$ cat config.mk
export PLATFORM = sky130hd
export DESIGN_NAME = instruction_fetch
export DESIGN_NICKNAME = d
export VERILOG_FILES = /design/src/rtl/fetch_pkg.sv /design/src/rtl/fetch_skid_buffer.sv /design/src/rtl/instruction_fetch.sv
export SDC_FILE = /design/constraint.sdc
export NUM_CORES = 1
export LEC_CHECK = 0
export BUFFER_PORTS_ARGS = -buffer_cell sky130_fd_sc_hd__buf_2
export CAP_MARGIN = 20
export CORE_MARGIN = 2
export CORE_UTILIZATION = 48
export DETAILED_ROUTE_END_ITERATION = 12
export PLACE_DENSITY = 0.77
export SLEW_MARGIN = 20
export SYNTH_ARGS = -nofsm -noshare
export SYNTH_HDL_FRONTEND = slang
export SYNTH_SLANG_ARGS = --single-unit
$ cat constraint.sdc
create_clock -name clk_i -period 2.2 [get_ports clk_i]
set_clock_uncertainty 0.05 [all_clocks]
set_input_delay 0.11 -clock clk_i [delete_from_list [all_inputs] [get_ports clk_i]]
set_output_delay 0.11 -clock clk_i [all_outputs]
set_load 0.01 [all_outputs]
$ cat src/rtl/fetch_pkg.sv
// Shared types and sizing for the instruction fetch stage.
package fetch_pkg;

  localparam int unsigned WORD_SIZE                  = 32;
  localparam int unsigned DEFAULT_NUMBER_OF_INSTRUCTIONS = 1024;
  localparam int unsigned INSTR_BYTES                = 4;

  typedef enum logic [1:0] {
    FETCH_IDLE,
    FETCH_STREAM,
    FETCH_HELD,
    FETCH_FAULT
  } fetch_state_t;

  typedef struct packed {
    logic [WORD_SIZE-1:0] instr;
    logic [WORD_SIZE-1:0] pc;
  } fetch_bundle_t;

endpackage

$ cat src/rtl/fetch_skid_buffer.sv
// One-entry skid register holding an instruction/PC pair while decode stalls.
module fetch_skid_buffer
  import fetch_pkg::*;
(
  input  logic          clk_i,
  input  logic          rst_ni,
  input  logic          capture_i,
  input  logic          release_i,
  input  logic          flush_i,
  input  fetch_bundle_t data_i,
  output logic          valid_o,
  output fetch_bundle_t data_o
);

  logic          valid_q, valid_d;
  fetch_bundle_t data_q, data_d;

  // Flush beats capture beats release.
  always_comb begin
    valid_d = valid_q;
    data_d  = data_q;
    if (flush_i) begin
      valid_d = 1'b0;
    end else if (capture_i && !valid_q) begin
      valid_d = 1'b1;
      data_d  = data_i;
    end else if (release_i) begin
      valid_d = 1'b0;
    end
  end

  always_ff @(posedge clk_i or negedge rst_ni) begin
    if (!rst_ni) begin
      valid_q <= 1'b0;
      data_q  <= '0;
    end else begin
      valid_q <= valid_d;
      data_q  <= data_d;
    end
  end

  assign valid_o = valid_q;
  assign data_o  = data_q;

endmodule

$ cat src/rtl/instruction_fetch.sv
// Fetch stage: owns the PC, tracks the 1-cycle memory latency, and feeds decode
// through a one-entry skid buffer so stalls lose nothing.
module instruction_fetch
  import fetch_pkg::*;
#(
  parameter logic [WORD_SIZE-1:0] RESET_VECTOR           = '0,
  parameter int unsigned          NUMBER_OF_INSTRUCTIONS = DEFAULT_NUMBER_OF_INSTRUCTIONS
) (
  input  logic                 clk_i,
  input  logic                 rst_ni,
  input  logic                 stall_i,
  input  logic                 redirect_i,
  input  logic [WORD_SIZE-1:0] redirect_target_i,
  input  logic [WORD_SIZE-1:0] mem_instruction_i,
  output logic [WORD_SIZE-1:0] fetch_address_o,
  output logic [WORD_SIZE-1:0] instruction_o,
  output logic [WORD_SIZE-1:0] instruction_pc_o,
  output logic                 instruction_valid_o,
  output logic                 fetch_fault_o
);

  localparam logic [WORD_SIZE:0] FETCH_LIMIT =
      {1'b0, WORD_SIZE'(INSTR_BYTES * NUMBER_OF_INSTRUCTIONS)};

  logic [WORD_SIZE-1:0] pc_q, pc_d;
  logic [WORD_SIZE-1:0] mem_pc_q, mem_pc_d;
  logic                 pending_q, pending_d;
  logic                 fault_q, fault_d;
  fetch_state_t         state_q, state_d;

  logic          skid_valid;
  fetch_bundle_t skid_bundle, mem_bundle, out_bundle;
  logic          valid, hold, capture, release_skid, redirect_bad;
  logic [WORD_SIZE:0] pc_inc;

  assign mem_bundle   = '{instr: mem_instruction_i, pc: mem_pc_q};
  assign valid        = skid_valid | pending_q;
  assign out_bundle   = skid_valid ? skid_bundle : mem_bundle;
  assign hold         = stall_i & valid;
  assign capture      = stall_i & valid & ~skid_valid & ~redirect_i;
  assign release_skid = skid_valid & ~stall_i;
  // Widened by one bit so the limit compare can never be fooled by wrap.
  assign pc_inc       = {1'b0, pc_q} + (WORD_SIZE + 1)'(INSTR_BYTES);
  assign redirect_bad = (redirect_target_i[1:0] != 2'b00) ||
                        ({1'b0, redirect_target_i} >= FETCH_LIMIT);

  fetch_skid_buffer u_skid (
    .clk_i     (clk_i),
    .rst_ni    (rst_ni),
    .capture_i (capture),
    .release_i (release_skid),
    .flush_i   (redirect_i),
    .data_i    (mem_bundle),
    .valid_o   (skid_valid),
    .data_o    (skid_bundle)
  );

  always_comb begin
    pc_d      = pc_q;
    mem_pc_d  = mem_pc_q;
    pending_d = 1'b0;
    fault_d   = fault_q;
    if (!fault_q) begin
      mem_pc_d  = pc_q;
      pending_d = ~redirect_i;
      if (redirect_i) begin
        if (redirect_bad) begin
          fault_d = 1'b1;
        end else begin
          pc_d = redirect_target_i;
        end
      end else if (!hold) begin
        if (pc_inc >= FETCH_LIMIT) begin
          fault_d = 1'b1;
        end else begin
          pc_d = pc_inc[WORD_SIZE-1:0];
        end
      end
    end
  end

  always_comb begin
    state_d = state_q;
    if (fault_d) begin
      state_d = FETCH_FAULT;
    end else if (redirect_i) begin
      state_d = FETCH_IDLE;
    end else begin
      unique case (state_q)
        FETCH_IDLE:   state_d = FETCH_STREAM;
        FETCH_STREAM: if (capture) state_d = FETCH_HELD;
        FETCH_HELD:   if (release_skid) state_d = FETCH_STREAM;
        FETCH_FAULT:  state_d = FETCH_FAULT;
        default:      state_d = FETCH_IDLE;
      endcase
    end
  end

  always_ff @(posedge clk_i or negedge rst_ni) begin
    if (!rst_ni) begin
      pc_q      <= RESET_VECTOR;
      mem_pc_q  <= '0;
      pending_q <= 1'b0;
      fault_q   <= 1'b0;
      state_q   <= FETCH_IDLE;
    end else begin
      pc_q      <= pc_d;
      mem_pc_q  <= mem_pc_d;
      pending_q <= pending_d;
      fault_q   <= fault_d;
      state_q   <= state_d;
    end
  end

  assign fetch_address_o     = pc_q;
  assign instruction_valid_o = valid;
  assign instruction_o       = valid ? out_bundle.instr : '0;
  assign instruction_pc_o    = valid ? out_bundle.pc : '0;
  assign fetch_fault_o       = fault_q;

endmodule

# --- Word-level counts from Yosys, hierarchy flattened ---
# Cells that the tools add are included.
word_totals:
  reg_bits: 131
  input_bits: 68
  output_inout_bits: 98
  elab_cells: 45
op_classes:
  addsub: 1
  magnitude_cmp: 2
  eq_ne: 3
  muxes: 16
  bitwise: 9
  reduce_logical: 7
ops:
  columns: ["operator", "n"]
  rows:
  - ["2-to-1 mux 32 bit", 6]
  - ["2-to-1 mux 64 bit", 1]
  - ["adder 32 x 3 -> 33 bit, second input constant", 1]
  - [">= comparator 33 x 13 -> 1 bit, second input constant", 1]
  - [">= comparator 32 x 13 -> 1 bit, second input constant", 1]
  - ["2-to-1 mux 1 bit", 9]
  - ["inequality test 2 bit, second input constant", 3]
  - ["AND 1 bit", 4]
  - ["inverter 1 bit", 4]
  - ["AND reduction 4 bit", 1]
  - ["nonzero test 3 bit", 1]
  - ["AND reduction 2 bit", 1]
  - ["nonzero test 2 bit", 1]
  - ["logical AND 1 bit", 1]
  - ["zero test 1 bit", 1]
  - ["logical OR 1 bit", 1]
  - ["OR 1 bit", 1]

# --- Logic depth before layout (Yosys ltp) ---
depth:
  word_depth: 7
  ltp_mapped: 11
  depth_no_buf: 9

# --- Modules after synthesis ---
# From an unflattened synthesis, not the netlist that was laid out.
unflattened:
  hier_cells: 530
  area_unflattened_um2: 6616.3
modules_own_cells:
  columns: ["mod", "instances", "cells_per_inst", "area_each_um2", "seq_area_each_um2"]
  rows:
  - ["instruction_fetch", 1, 391, 3888.7, 1651.6]
  - ["fetch_skid_buffer", 1, 139, 2727.6, 1626.6]

# --- Least setup slack after synthesis ---
# Ideal clock, no wire load.
synth_path:
  path_type: "reg-to-reg"
  startpoint: "reg pc_q[2] (netlist: fetch_address_o[2])"
  endpoint: "reg pc_q[10] (netlist: fetch_address_o[10])"
  setup_time_ns: 0.125
  t_arrival_ns: 2.343
  t_required_ns: 2.025
  setup_slack_ns: -0.318
  path_stages_with_launch: 12
  path_buffers: 2
  synth_period_minus_slack_ns: 2.518
  path_cell_list: "dfrtp_1 -> ha_1 -> nand3_1 -> nor3_2 -> a31oi_1 -> a31oi_1 -> and4bb_1 -> and3_1 -> buf_6 -> buf_12 -> a211oi_2 -> nor3_2"
synth_between:
  elab_chain_len: 4
  elab_cells_between_ends: 7
  classes_between: "add/sub (1); order compare (1); eq/ne (1); mux (3); reduce/logical (1)"
synth_lines:
  columns: ["item", "line_no", "source"]
  rows:
  - ["from (decl)", "instruction_fetch.sv:25", "logic [WORD_SIZE-1:0] pc_q, pc_d;"]
  - ["from (signal assigned)", "instruction_fetch.sv:107", "pc_q <= pc_d;"]
  - ["adder 32 x 3 -> 33 bit *", "instruction_fetch.sv:43", "assign pc_inc = {1'b0, pc_q} + (WORD_SIZE + 1)'(INSTR_BYTES);"]
  - [">= comparator 33 x 13 -> 1 bit or 2-to-1 mux 32 bit (tied branches)", "instruction_fetch.sv:73", "if (pc_inc >= FETCH_LIMIT) begin"]
  - ["inequality test 2 bit (no line) or 2-to-1 mux 32 bit (tied branches)", null, null]
  - ["AND reduction 4 bit (no line) or 2-to-1 mux 32 bit (tied branches)", null, null]
# Every way passes the cells marked *; elsewhere a longest branch is shown, timed or not. The select of a mux whose other input is x is not followed.
# A chain may end at the register's enable or synchronous reset.

# --- Worst setup path after layout ---
layout_path:
  startpoint: "reg pc_q[24] (netlist: fetch_address_o[24])"
  endpoint: "reg pc_q[7] (netlist: fetch_address_o[7])"
layout_between:
  elab_chain_len: 4
layout_lines:
  columns: ["item", "line_no"]
  rows:
  - ["adder 32 x 3 -> 33 bit", "instruction_fetch.sv:43"]
  - [">= comparator 33 x 13 -> 1 bit", "instruction_fetch.sv:73"]
  - ["inequality test 2 bit (no line)", null]
  - ["AND reduction 4 bit (no line)", null]
# No other way between the ends.

==> impl_metrics.csv <==
group,metric,value,unit
power_and_ir_drop,powerDensity,639,mW/mm²
synth,ys.warnings.count,0,
sta,fin_crit_sh,1.08,
job,drv_cap,0,
synth,yosysMostFrequentCell,"dfrtp_1",
power_and_ir_drop,irDropWorstVdd,359,µV
min_path,hold_path_class,"primary input to register",
critical_path,cp_slowest_cell,"dfrtp_1",
sta,finalSetupViolCount,31,
cells_and_area,stdcell_count,965,
floorplanning,fp.dieArea,0.0140,mm²
floorplanning,die_h,118,µm
min_path,holdCritStartpoint,"redirect_target_i[5]",
floorplanning,ios,166,
placed_design,place_inst,890,
floorplanning,start_util,0.494,
synth,seq_area_frac_synth,0.524,
critical_path,cp-endpoint,"fetch_address_o[7]$_DFFE_PN0P_",
sta,finalHoldViolations,0,
critical_path,crit_type,"register to register",
cells_and_area,antenna_cells,0,
cells_and_area,area_growth_syn_to_layout,42.5,%
clock_network,clk_pin_slew,60,ps
synth,synth_edf_count,0,
synth,syn_area_per_cell,12.1,µm²
cells_and_area,fillerInstances,896,
power_and_ir_drop,total_power,5.69,mW
synth,yosys-top-cells-area,"dfrtp_1, mux2_2, a22o_1",
grt,grt_pass1_wl,27.7,mm
cells_and_area,final_area,0.00891,mm²
synth,ys_ff_latch,131,
sta,setup_tns,-4670,ps
synth,synth_cells,517,
cells_and_area,drive_gt1_frac,0.507,
critical_path,slowest_delay,440,ps
placed_design,port_buffers,165,
critical_path,cp_top_family,"simple AND/OR/NAND/NOR gates",
synth,synth_cell_types,54,
grt,grt_max_degree,66,
sta,slew_headroom,0.399,
critical_path,crit_buf_inv,2,
sta,hold_ws,11.0,ps
sta,post-route-min-period,2380,ps
floorplanning,row_count,41,
detailed_routing,drt_wl_total,16.9,mm
sta,slew_viol_final,0,
placed_design,placed_area,0.00781,mm²
grt,grt_pass1_vias,5507,
critical_path,timing.rr.start,"fetch_address_o[24]$_DFFE_PN0P_",
sta,worst_slew_pin_slew,901,ps
synth,yosysTopAreaCell,"dfrtp_1",
detailed_routing,initialDrtViolationCount,305,
detailed_routing,post_drt_via_cell_ratio,5.61,
clock_network,clk_path_buf_depth,2,
clock_network,root_buffer,"clkbuf_16",
placed_design,dp_hpwl,10.9,mm
detailed_routing,vias,5418,
cells_and_area,nets,849,
clock_network,cts_made_buffers,17,
critical_path,crit_required,2460,ps
critical_path,crit_path_start,"fetch_address_o[24]$_DFFE_PN0P_",
cells_and_area,finish.utilization,0.703,
detailed_routing,dr.pass1.iters,4,
detailed_routing,routedWlPerCell,17.5,µm
detailed_routing,route.detailed.drc,0,
critical_path,rr_endpoint,"fetch_address_o[7]$_DFFE_PN0P_",
critical_path,crit_cells,10,
clock_network,cts_tree,"done",
sta,fin_ws,-178,ps
critical_path,arrival,2640,ps
placed_design,pre_cts_slack,-277,ps
critical_path,critPathLaunchType,"register",
synth,syn_nets,586,
sta,grt_setup_unrepaired,"yes",
clock_network,clk_latency,420,ps
outcome,violations,"setup timing",
critical_path,r2r_setup_slack,-180,ps
grt,track_usage,0.247,
synth,netlist_area,0.00626,mm²
critical_path,worstPathMaxFanout,7,
detailed_routing,ant_nets,0,
synth,synth_top_area_frac,0.524,
outcome,status,"finished with violations",
floorplanning,fp.dieW,118,µm
synth,synthArstFlopShare,1.00,
grt,antenna_found_initial,0,
synth,synth_common_cells,"dfrtp_1, mux2_2, a22o_1, clkbuf_1",
clock_network,htreeDepth,4,
critical_path,timing.critical_path.cells,"nand4_1 -> buf_4 -> nor3_1 -> nand2_1 -> a21bo_2 -> o211a_1 -> and3_4 -> buf_6 -> and4_1 -> a311oi_1",
placed_design,gp_congestion,0.902,
critical_path,ff2ff_path_depth,10,
sta,clock.fmax,420,MHz
power_and_ir_drop,p_leak,4.66,nW
grt,grt_overflow,0,
floorplanning,core-area,0.0127,mm²
critical_path,crit_path_end_kind,"register",
clock_network,clock_sinks,131,
synth,synthFlopType,"dfrtp_1",
## routing by layer
metal / track usage / routed length, µm
met1: 0.317 / 7190
met2: 0.410 / 8350
met3: 0.0555 / 948
met4: 0.0889 / 387
met5: 0 / 0
## cell type report
class | count | area, µm² | share of cell area
clock inverters | 14 | 178 | 0.0199
inverters | 5 | 18.8 | 0.00211
well taps | 172 | 215 | 0.0241
flip-flops and latches | 131 | 3290 | 0.369
clock buffers | 18 | 439 | 0.0493
repair buffers | 280 | 1860 | 0.208
multi-input cells | 345 | 2920 | 0.327
## cells by family after synthesis
kind of cell             count (synthesis)  share of synthesized area
AND/OR/NAND/NOR                        133                      0.122
flip-flops                             131                      0.524
AO/OA/AOI/OAI                          109                      0.143
multiplexers                            95                      0.170
buffers and inverters                   41                     0.0290
XOR/XNOR                                 7                    0.00980
adder cells (fa/ha/maj)                  1                    0.00200
## state kept, by name, summed over array words and instances (netlist names)
signal / cells
u_skid.valid_o: 1
pending_q: 1
mem_pc_q: 32
fetch_fault_o: 1
fetch_address_o: 32
u_skid.data_o: 64
## how the worst min path moves through the flow
| stage | slack, ps | to | cells after the start |
|---|---|---|---|
| floorplan | -240 | fetch_address_o[0]$_DFFE_PN0P_ | 0 |
| global placement | 130 | fetch_address_o[27]$_DFFE_PN0P_ | 1 |
| detailed placement | 140 | fetch_address_o[24]$_DFFE_PN0P_ | 1 |
| CTS | 10 | fetch_address_o[5]$_DFFE_PN0P_ | 4 |
| global route | 40 | fetch_address_o[5]$_DFFE_PN0P_ | 4 |
| finish | 10 | fetch_address_o[5]$_DFFE_PN0P_ | 4 |
## placed cells by master (no fill, tap or decap), drive strengths merged, types with 3 or more instances in the layout
master,n
mux2,92
a211oi,3
nor4,10
clkinv,4
dlygate4sd3,37
a21oi,7
mux2i,3
clkinvlp,4
o21ai,7
nand3,11
nor3,15
a211o,4
nor2,17
nand4,11
nor2b,21
xor2,3
inv,8
bufinv,3
clkbuf,18
xnor2,4
o22ai,3
nand2,21
a22o,64
dfrtp,131
and3,15
buf,243
## worst reg2reg max path, stage by stage, from the launching register on
cell and delay [ps]:
dfrtp_1 440, nand4_1 160, buf_4 180, nor3_1 260, nand2_1 130, a21bo_2 210
o211a_1 130, and3_4 200, buf_6 130, and4_1 180, a311oi_1 210
## report_power, final
group	leakage, nW	internal [mW]	switching [mW]
Combinational	2.59	0.158	0.139
Clock	0.290	1.82	1.08
Sequential	1.77	2.46	0.0294
Total	4.66	4.44	1.25
## timing repair
action,4_1_cts,5_1_grt
endpoints found under the setup margin,93,31
buffers inserted,5,0
pin swaps,14,6
hold endpoints to repair,84,0
resized for setup,12,5
hold buffers,37,0
cloned,1,0
Note: power is estimated with default switching activity, not from simulation.
